File: config.mk
export PLATFORM = sky130hd
export DESIGN_NAME = regbank_wr8_x64
export DESIGN_NICKNAME = d
export VERILOG_FILES = /design/src/rtl/regbank_wr8_x64_pkg.sv /design/src/rtl/regbank_wr8_x64_decoder3_to_8.sv /design/src/rtl/regbank_wr8_x64.sv
export SDC_FILE = /design/constraint.sdc
export NUM_CORES = 1
export LEC_CHECK = 0
export CAP_MARGIN = 20
export CORE_MARGIN = 5
export CORE_UTILIZATION = 40
export CTS_CLUSTER_SIZE = 16
export DETAILED_ROUTE_END_ITERATION = 12
export HOLD_SLACK_MARGIN = 0.06
export MAX_ROUTING_LAYER = met4
export PLACE_DENSITY = 0.7
export SYNTH_ARGS = -nofsm -noshare
export SYNTH_HDL_FRONTEND = slang
export SYNTH_SLANG_ARGS = --single-unit
File: constraint.sdc
create_clock -name clk -period 1.44 [get_ports clk]
set_input_delay 0.288 -clock clk [delete_from_list [all_inputs] [get_ports clk]]
set_output_delay 0.288 -clock clk [all_outputs]
set_load 0.01 [all_outputs]
File: src/rtl/regbank_wr8_x64_pkg.sv
// Shared constants and state encoding for the x64 eight-entry register bank
// and its companion read mux / register-file top level.
package regbank_wr8_x64_pkg;

  localparam int unsigned REGBANK_W     = 64;
  localparam int unsigned REGBANK_N     = 8;
  localparam int unsigned REGBANK_SEL_W = 3;

  typedef enum logic {
    ST_EMPTY = 1'b0,
    ST_FULL  = 1'b1
  } regbank_state_t;

endpackage

File: src/rtl/regbank_wr8_x64_decoder3_to_8.sv
// One-hot write-enable decoder: turns the staged register index into the
// eight per-register write enables, all low when no commit is happening.
module decoder3_to_8
  import regbank_wr8_x64_pkg::*;
(
  input  logic [REGBANK_SEL_W-1:0] sel,
  input  logic                     en,
  output logic [REGBANK_N-1:0]     onehot
);

  // Decode sel into a single asserted enable, gated by en
  always_comb begin
    onehot = '0;
    if (en) onehot[sel] = 1'b1;
  end

endmodule

File: src/rtl/regbank_wr8_x64.sv
// Eight 64-bit registers written one at a time through a valid/ready port.
// A one-entry staging register absorbs the producer write so that hold only
// stalls the commit into the bank; all contents are presented in parallel.
module regbank_wr8_x64
  import regbank_wr8_x64_pkg::*;
#(
  parameter int WIDTH = REGBANK_W,
  parameter int NREG  = REGBANK_N
) (
  input  logic                     clk,
  input  logic                     rst_n,
  input  logic                     in_valid,
  output logic                     in_ready,
  input  logic [REGBANK_SEL_W-1:0] S,
  input  logic [WIDTH-1:0]         D,
  input  logic                     hold,
  input  logic                     clr,
  output logic [WIDTH-1:0]         Q0,
  output logic [WIDTH-1:0]         Q1,
  output logic [WIDTH-1:0]         Q2,
  output logic [WIDTH-1:0]         Q3,
  output logic [WIDTH-1:0]         Q4,
  output logic [WIDTH-1:0]         Q5,
  output logic [WIDTH-1:0]         Q6,
  output logic [WIDTH-1:0]         Q7,
  output logic [NREG-1:0]          VLD,
  output logic                     busy,
  output logic [15:0]              wr_cnt
);

  regbank_state_t           state;
  logic [REGBANK_SEL_W-1:0] stage_sel;
  logic [WIDTH-1:0]         stage_data;
  logic [WIDTH-1:0]         bank [NREG];
  logic [NREG-1:0]          vld;
  logic [15:0]              cnt;
  logic [NREG-1:0]          we;
  logic                     accept;
  logic                     commit;

  assign busy     = (state == ST_FULL);
  assign in_ready = !clr && (!busy || !hold);
  assign accept   = in_valid && in_ready;
  assign commit   = busy && !hold && !clr;

  decoder3_to_8 u_dec (
    .sel    (stage_sel),
    .en     (commit),
    .onehot (we)
  );

  // Staging register and EMPTY/FULL control; clr discards any staged write
  always_ff @(posedge clk or negedge rst_n) begin
    if (!rst_n) begin
      state      <= ST_EMPTY;
      stage_sel  <= '0;
      stage_data <= '0;
    end else if (clr) begin
      state      <= ST_EMPTY;
      stage_sel  <= '0;
      stage_data <= '0;
    end else begin
      if (accept) begin
        stage_sel  <= S;
        stage_data <= D;
      end
      case (state)
        ST_EMPTY: if (accept) state <= ST_FULL;
        ST_FULL:  if (commit && !accept) state <= ST_EMPTY;
        default:  state <= ST_EMPTY;
      endcase
    end
  end

  // Register bank, written flags and commit counter
  always_ff @(posedge clk or negedge rst_n) begin
    if (!rst_n) begin
      for (int unsigned i = 0; i < NREG; i++) bank[i] <= '0;
      vld <= '0;
      cnt <= '0;
    end else if (clr) begin
      for (int unsigned i = 0; i < NREG; i++) bank[i] <= '0;
      vld <= '0;
      cnt <= '0;
    end else begin
      for (int unsigned i = 0; i < NREG; i++) begin
        if (we[i[REGBANK_SEL_W-1:0]]) bank[i] <= stage_data;
      end
      vld <= vld | we;
      if (commit) cnt <= cnt + 16'd1;
    end
  end

  assign Q0     = bank[0];
  assign Q1     = bank[1];
  assign Q2     = bank[2];
  assign Q3     = bank[3];
  assign Q4     = bank[4];
  assign Q5     = bank[5];
  assign Q6     = bank[6];
  assign Q7     = bank[7];
  assign VLD    = vld;
  assign wr_cnt = cnt;

endmodule

==> results of run 1 <==
[cells in the final DEF (no fill, tap or decap), types with 4 or more instances in the layout]
cell,instances
dfrtp_2,5
clkbuf_1,14
a21oi_2,85
nand2_2,6
clkbuf_16,68
xnor2_1,9
nand2_4,39
buf_4,178
nand3b_1,65
clkinv_2,13
and2_4,7
a21oi_1,434
nor3_1,4
bufinv_16,5
buf_6,210
clkbuf_8,13
nor2_1,33
clkdlybuf4s50_1,69
buf_2,333
nand2_1,1123
nand4_1,4
dfrtp_1,599
buf_12,74
[cells in the mapped netlist]
| cell | instances | area, um2 |
|---|---|---|
| nor4_1 | 4 | 25.02 |
| buf_1 | 5 | 18.77 |
| a21oi_1 | 519 | 2597 |
| mux2i_1 | 1 | 10.01 |
| nand4_1 | 4 | 25.02 |
| inv_1 | 3 | 11.26 |
| and4bb_2 | 1 | 12.51 |
| xor2_1 | 3 | 26.28 |
| xnor2_1 | 9 | 78.83 |
| nand3_1 | 3 | 15.01 |
| nand4b_1 | 1 | 8.760 |
| buf_2 | 72 | 360.4 |
| a31o_2 | 1 | 8.760 |
| mux2_2 | 1 | 11.26 |
| nand2_1 | 1170 | 4392 |
| dfrtp_1 | 604 | 15110 |
| nand2b_1 | 1 | 6.260 |
| or3_1 | 1 | 6.260 |
| and4b_1 | 1 | 10.01 |
| ha_1 | 1 | 12.51 |
| nor2_1 | 33 | 123.9 |
| nor2b_1 | 4 | 25.02 |
| buf_4 | 3 | 22.52 |
| nand3_2 | 1 | 10.01 |
| and3_1 | 2 | 12.51 |
| clkbuf_1 | 174 | 653.1 |
| o21ai_0 | 1 | 5.000 |
| nor3_1 | 5 | 25.02 |
| and2_1 | 7 | 43.79 |
| nand3b_1 | 65 | 488.0 |
| nor4b_4 | 1 | 23.77 |
[registers in the layout, indices dropped and copies added (netlist names)]
register	cells
stage_sel	3
Q4	64
stage_data	64
Q5	64
Q2	64
Q1	64
Q6	64
wr_cnt	16
busy	1
Q0	64
VLD	8
Q7	64
Q3	64
[area by class of cell]
cell class	instances	area [um2]	area share, %
Timing Repair Buffer	877	7825	22.55
Tap cell	782	978.4	2.820
Multi-Input combinational cell	1840	8747	25.21
Clock buffer	88	1758	5.066
Inverter	3	11.26	0.03245
Sequential cell	604	15120	43.58
Clock inverter	22	250.2	0.7212
Antenna cell	3	7.507	0.02164
[cell families after synthesis]
family | count (synthesis) | synth area share (%)
flops | 604 | 62.50
buf+inv | 257 | 4.408
mux | 2 | 0.08795
simple gates | 1304 | 21.72
xor+xnor | 12 | 0.4346
compound gates | 521 | 10.80
fa+ha+maj | 1 | 0.05173
[worst max-delay path: cells and delay by family (launching register included)]
kind | cells | cell delay (ns)
AO/OA/AOI/OAI | 1 | 0.20
buffers and inverters | 1 | 0.20
flip-flops | 1 | 0.43
AND/OR/NAND/NOR | 3 | 0.76
[metal layers]
metal | vias up | routed length (um)
li1 | 9983 | -
met1 | 11068 | 36770
met2 | 1079 | 46360
met3 | 271 | 7778
met4 | 0 | 5531
met5 | - | 0
[per-stage QoR]
stage                     instances  TNS (ns)  utilization (%)
after floorplan                2701    -24.37                -
after global placement         3968   -352.02            53.44
after detailed placement       3968   -376.54            53.44
after CTS                      4198   -118.24            56.18
after global routing           4219   -154.19            57.70
final                          4219    -99.62            57.70
[what timing repair did]
item                        CTS  global route
hold endpoints to repair    436             0
setup endpoints to repair  1065          1125
buffers inserted            117            10
pin swaps                     4            52
gates cloned                  2             9
resized for setup          2511           160
hold buffers                  1             0
[final timing paths]
check / from / end / slack [ns]
max in group asynchronous: rst_n / Q1[16] / 0.47
worst min-delay path: clr / Q0[0] / 0.17
worst max register to register: stage_sel[0] / Q6[28] / -0.28
min in group asynchronous: rst_n / Q3[38] / 0.18
worst max-delay path: stage_sel[0] / Q6[28] / -0.28
worst min register to register: VLD[0] / VLD[0] / 0.49
[power groups by stage]
stage	combinational [uW]	sequential, uW	clock (uW)
after global routing	1940	17700	17000
final	1800	17700	16100
after global placement	1670	17900	0
after CTS	1710	17600	16300
after floorplan	812	17500	0
after detailed placement	1680	17900	0
==> flow_summary.toml, run 1 <==
[status]
status = "finished, violations left"
violations = "negative setup slack"

[timing]
relSlewSlack_pct = 55.85
period_share_pct = 119.7
fmax_mhz = 580.4
rsz0062_at_grt = "yes"
hold_viol = 0
timing.hold.ws_ns = 0.1668
finalSetupViolCount = 699
worst_pin_slew_ns = 0.6622
slew_viol_final = 0
period_needed_ns = 1.723
setup_slack_ns = -0.2830
finClkSkew_ns = 0.01537

[global_route]
grt_antenna_before_repair = 3
overflow = 0
grt_max_degree = 105
grt_pass1_wl_um = 140100
grt_busiest_layer = "met2"
grt_usage_pct = 28.33
grt_pass1_vias = 22098
global_route.usage.met1_pct = 34.97
grt_use_met2_pct = 44.96
grtUsageMet3_pct = 5.771

[route]
ant_nets = 0
wl_per_cell_um = 22.86
first_pass_iters = 5
via_per_inst = 5.310
num_vias = 22401
drc = 0
detail_route.iter0.violations = 2136
wirelength_um = 96450

[power_and_ir_drop]
power_density_mw_per_mm2 = 1026
power.internal_uw = 27120
p_leak_uw = 0.01679
power_frac_clock_pct = 45.3
power_uw = 35590
ir_drop_mv = 0.8285
p_sw_uw = 8469
switching_share_pct = 23.79
p_seq_share_pct = 49.7
combinationalPowerShare_pct = 5.0

[synthesis]
ys_types = 31
yosys_warnings = 0
yosysSeqAreaShare_pct = 62.50
synth_nets = 2774
syn_inst = 2701
ys_ff_latch = 604
syn_avg_cell_area_um2 = 8.953
syn_area_mm2 = 0.02418

[floorplanning]
ios = 610
dieArea_mm2 = 0.06547
die_h_um = 255.9
floorplan.initialDensity_pct = 40.22
coreArea_mm2 = 0.06013
fp.dieW_um = 255.9
rows = 90

[clocking]
clock_latency_ns = 0.62
clock-sinks = 604
cts_buffer_depth = 3
numCtsBuffers = 61
root_buffer = "clkbuf_16"
cts_tree = "built"
path_clk_slew_ns = 0.06
cts-htree-levels = 2

[finish]
area_growth_syn_to_layout_pct = 43.48
nets = 3460
drive_gt1_share_pct = 30.87
fin_area_mm2 = 0.03470
fillerInstances = 5199

[worst_setup_path]
worstPathRequired_ns = 1.96
worstPathCellList = "nor4b_4, and3_2, buf_12, nand2_1, a21oi_1"
cp_max_fo = 20
path_class = "reg -> reg"
crit_slowest_cell = "dfrtp_1"
end_kind = "flip-flop"
start_kind = "flip-flop"
worstRegToRegCells = 5
crit_path_max_incr_delay_ns = 0.43
crit_arrival_ns = 2.24

[place]
port_buffers = 609
dp_slack_ns = -0.7632
gp_congestion = 0.8713
dp_hpwl_um = 62200
dpl_cell_area_mm2 = 0.03213

[flow_run]
cap_violations = 0

[min_path]
hp-class = "in -> reg"
whs_path_depth = 4
(Power assumes the default switching activity.)
==> run 2: changes to the inputs <==
Settings changed: CORE_ASPECT_RATIO from default to 1.5.
==> flow_summary.toml, run 2 (synthesis gave the netlist of run 1 again) <==
[worst_setup_path]
crit_buf_inv = 3
end_kind = "flip-flop"
crit_slowest_cell = "dfrtp_2"
crit_path_max_incr_delay_ns = 0.39
path_class = "reg -> reg"
crit_arrival_ns = 2.27
worstPathRequired_ns = 1.95
cp_max_fo = 7
worstPathCellList = "buf_6, and4bb_4, and3_4, buf_4, clkbuf_16, nand2_1, a21oi_1"
cp_top_family = "simple AND/OR/NAND/NOR gates"
start_kind = "flip-flop"

[global_route]
overflow = 0
grt_max_degree = 89
grt_antenna_before_repair = 6
grt_usage_pct = 29.01
grt_pass1_vias = 22373
grt_pass1_wl_um = 142500

[clocking]
clock-sinks = 604
numCtsBuffers = 55
cts_tree = "built"
path_clk_slew_ns = 0.07
root_buffer = "clkbuf_16"
cts_buffer_depth = 3
clock_latency_ns = 0.61
cts-htree-levels = 2

[route]
wirelength_um = 101200
drc = 0
wl_met1_um = 36650
via_per_inst = 5.360
dr_wl_met3_um = 8247
num_vias = 22747
wl_per_cell_um = 23.86
ant_nets = 0
top_layer = "met4"
first_pass_iters = 6
detail_route.iter0.violations = 2057
routed-wl-met2_um = 49920

[floorplanning]
dieArea_mm2 = 0.06558
floorplan.initialDensity_pct = 40.30
coreArea_mm2 = 0.06001
fp.dieW_um = 210.8
rows = 110
ios = 610
die_h_um = 311.1

[timing]
setup_slack_ns = -0.3184
slew_viol_final = 0
finClkSkew_ns = 0.01710
fmax_mhz = 568.7
timing.hold.ws_ns = 0.1323
period_needed_ns = 1.758
finalSetupViolCount = 712
setup_tns_ns = -107.23
worst_pin_slew_ns = 1.035
rsz0062_at_grt = "yes"
relSlewSlack_pct = 31.01
period_share_pct = 122.1
hold_viol = 0

[min_path]
hp-class = "in -> async"

[power_and_ir_drop]
ir_drop_mv = 0.9255
power_density_mw_per_mm2 = 993.2
p_leak_uw = 0.01667

[place]
port_buffers = 609
dp_hpwl_um = 62880
gp_congestion = 0.8592
dpl_cell_area_mm2 = 0.03218

[finish]
utilization_pct = 58.40
final_common_cell = "nand2_1"
fin_area_mm2 = 0.03504
final_cell_mix = "1,146 x nand2_1, 602 x dfrtp_1, 433 x a21oi_1"
drive_gt1_share_pct = 30.58
nets = 3480
area_growth_syn_to_layout_pct = 44.90

[status]
status = "finished, violations left"
violations = "negative setup slack"

[flow_run]
cap_violations = 0
## run 2: changes by cell type in the layout (fill, tap and decap cells not counted), sizes merged
cell,previous run,this run
buf,800,815
bufinv,5,6
inv,4,6
clkinv,14,15
clkbuf,95,94
clkinvlp,2,3
diode,3,7
## run 2: final cells by class
| class | instances | area, um2 |
|---|---|---|
| well taps | 784 | 980.9 |
| flip-flops and latches | 604 | 15120 |
| inverters | 3 | 11.26 |
| repair buffers | 903 | 8402 |
| diodes | 7 | 17.52 |
| multi-input cells | 1840 | 8648 |
| clock buffers | 76 | 1558 |
| clock inverters | 27 | 307.8 |
| fillers | 5264 | 24970 |
## run 2: final timing paths
path / start / end / slack [ns] / cells after the start
setup reg to reg: busy / Q7[50] / -0.32 / 7
min in group clk: D[61] / stage_data[61] / 0.21 / 3
setup / recovery: busy / Q7[50] / -0.32 / 7
max in group asynchronous: rst_n / Q4[3] / 0.55 / 4
hold / removal: rst_n / Q6[20] / 0.13 / 2
hold reg to reg: VLD[5] / VLD[5] / 0.50 / 2
## run 2: metal layers
metal / track usage (%) / vias to the layer above
met2: 46.85 / 1201
li1: - / 10045
met3: 5.598 / 302
met1: 34.76 / 11199
met4: 14.55 / 0
met5: - / -
## run 2: timing repair
| item | 4_1_cts | 5_1_grt |
|---|---|---|
| buffers inserted | 125 | 13 |
| gates resized for setup | 2520 | 110 |
| cloned | 5 | 22 |
| hold endpoints to repair | 458 | 0 |
| pin swaps | 11 | 18 |
| hold buffers | 1 | 0 |
| endpoints found under the setup margin | 1128 | 1125 |
## run 2: worst register-to-register path: stages (launching register included)
cell and delay [ns]:
dfrtp_2 0.39, buf_6 0.11, and4bb_4 0.32, and3_4 0.29
buf_4 0.17, clkbuf_16 0.15, nand2_1 0.06, a21oi_1 0.16
## run 2: metrics by stage
stage	setup slack [ns]	power [uW]	instances
finish	-0.3184	34800	4244
global route	-0.3565	35790	4243
floorplan	-0.07548	18320	2701
detailed placement	-0.7171	19630	3968
global placement	-0.6782	19620	3968
CTS	-0.2799	34860	4202
## run 2: power breakdown
| group | total, uW | switching (uW) | internal (uW) |
|---|---|---|---|
| Sequential | 17600 | 525 | 17100 |
| Combinational | 1800 | 1130 | 671 |
| Clock | 15400 | 6690 | 8680 |
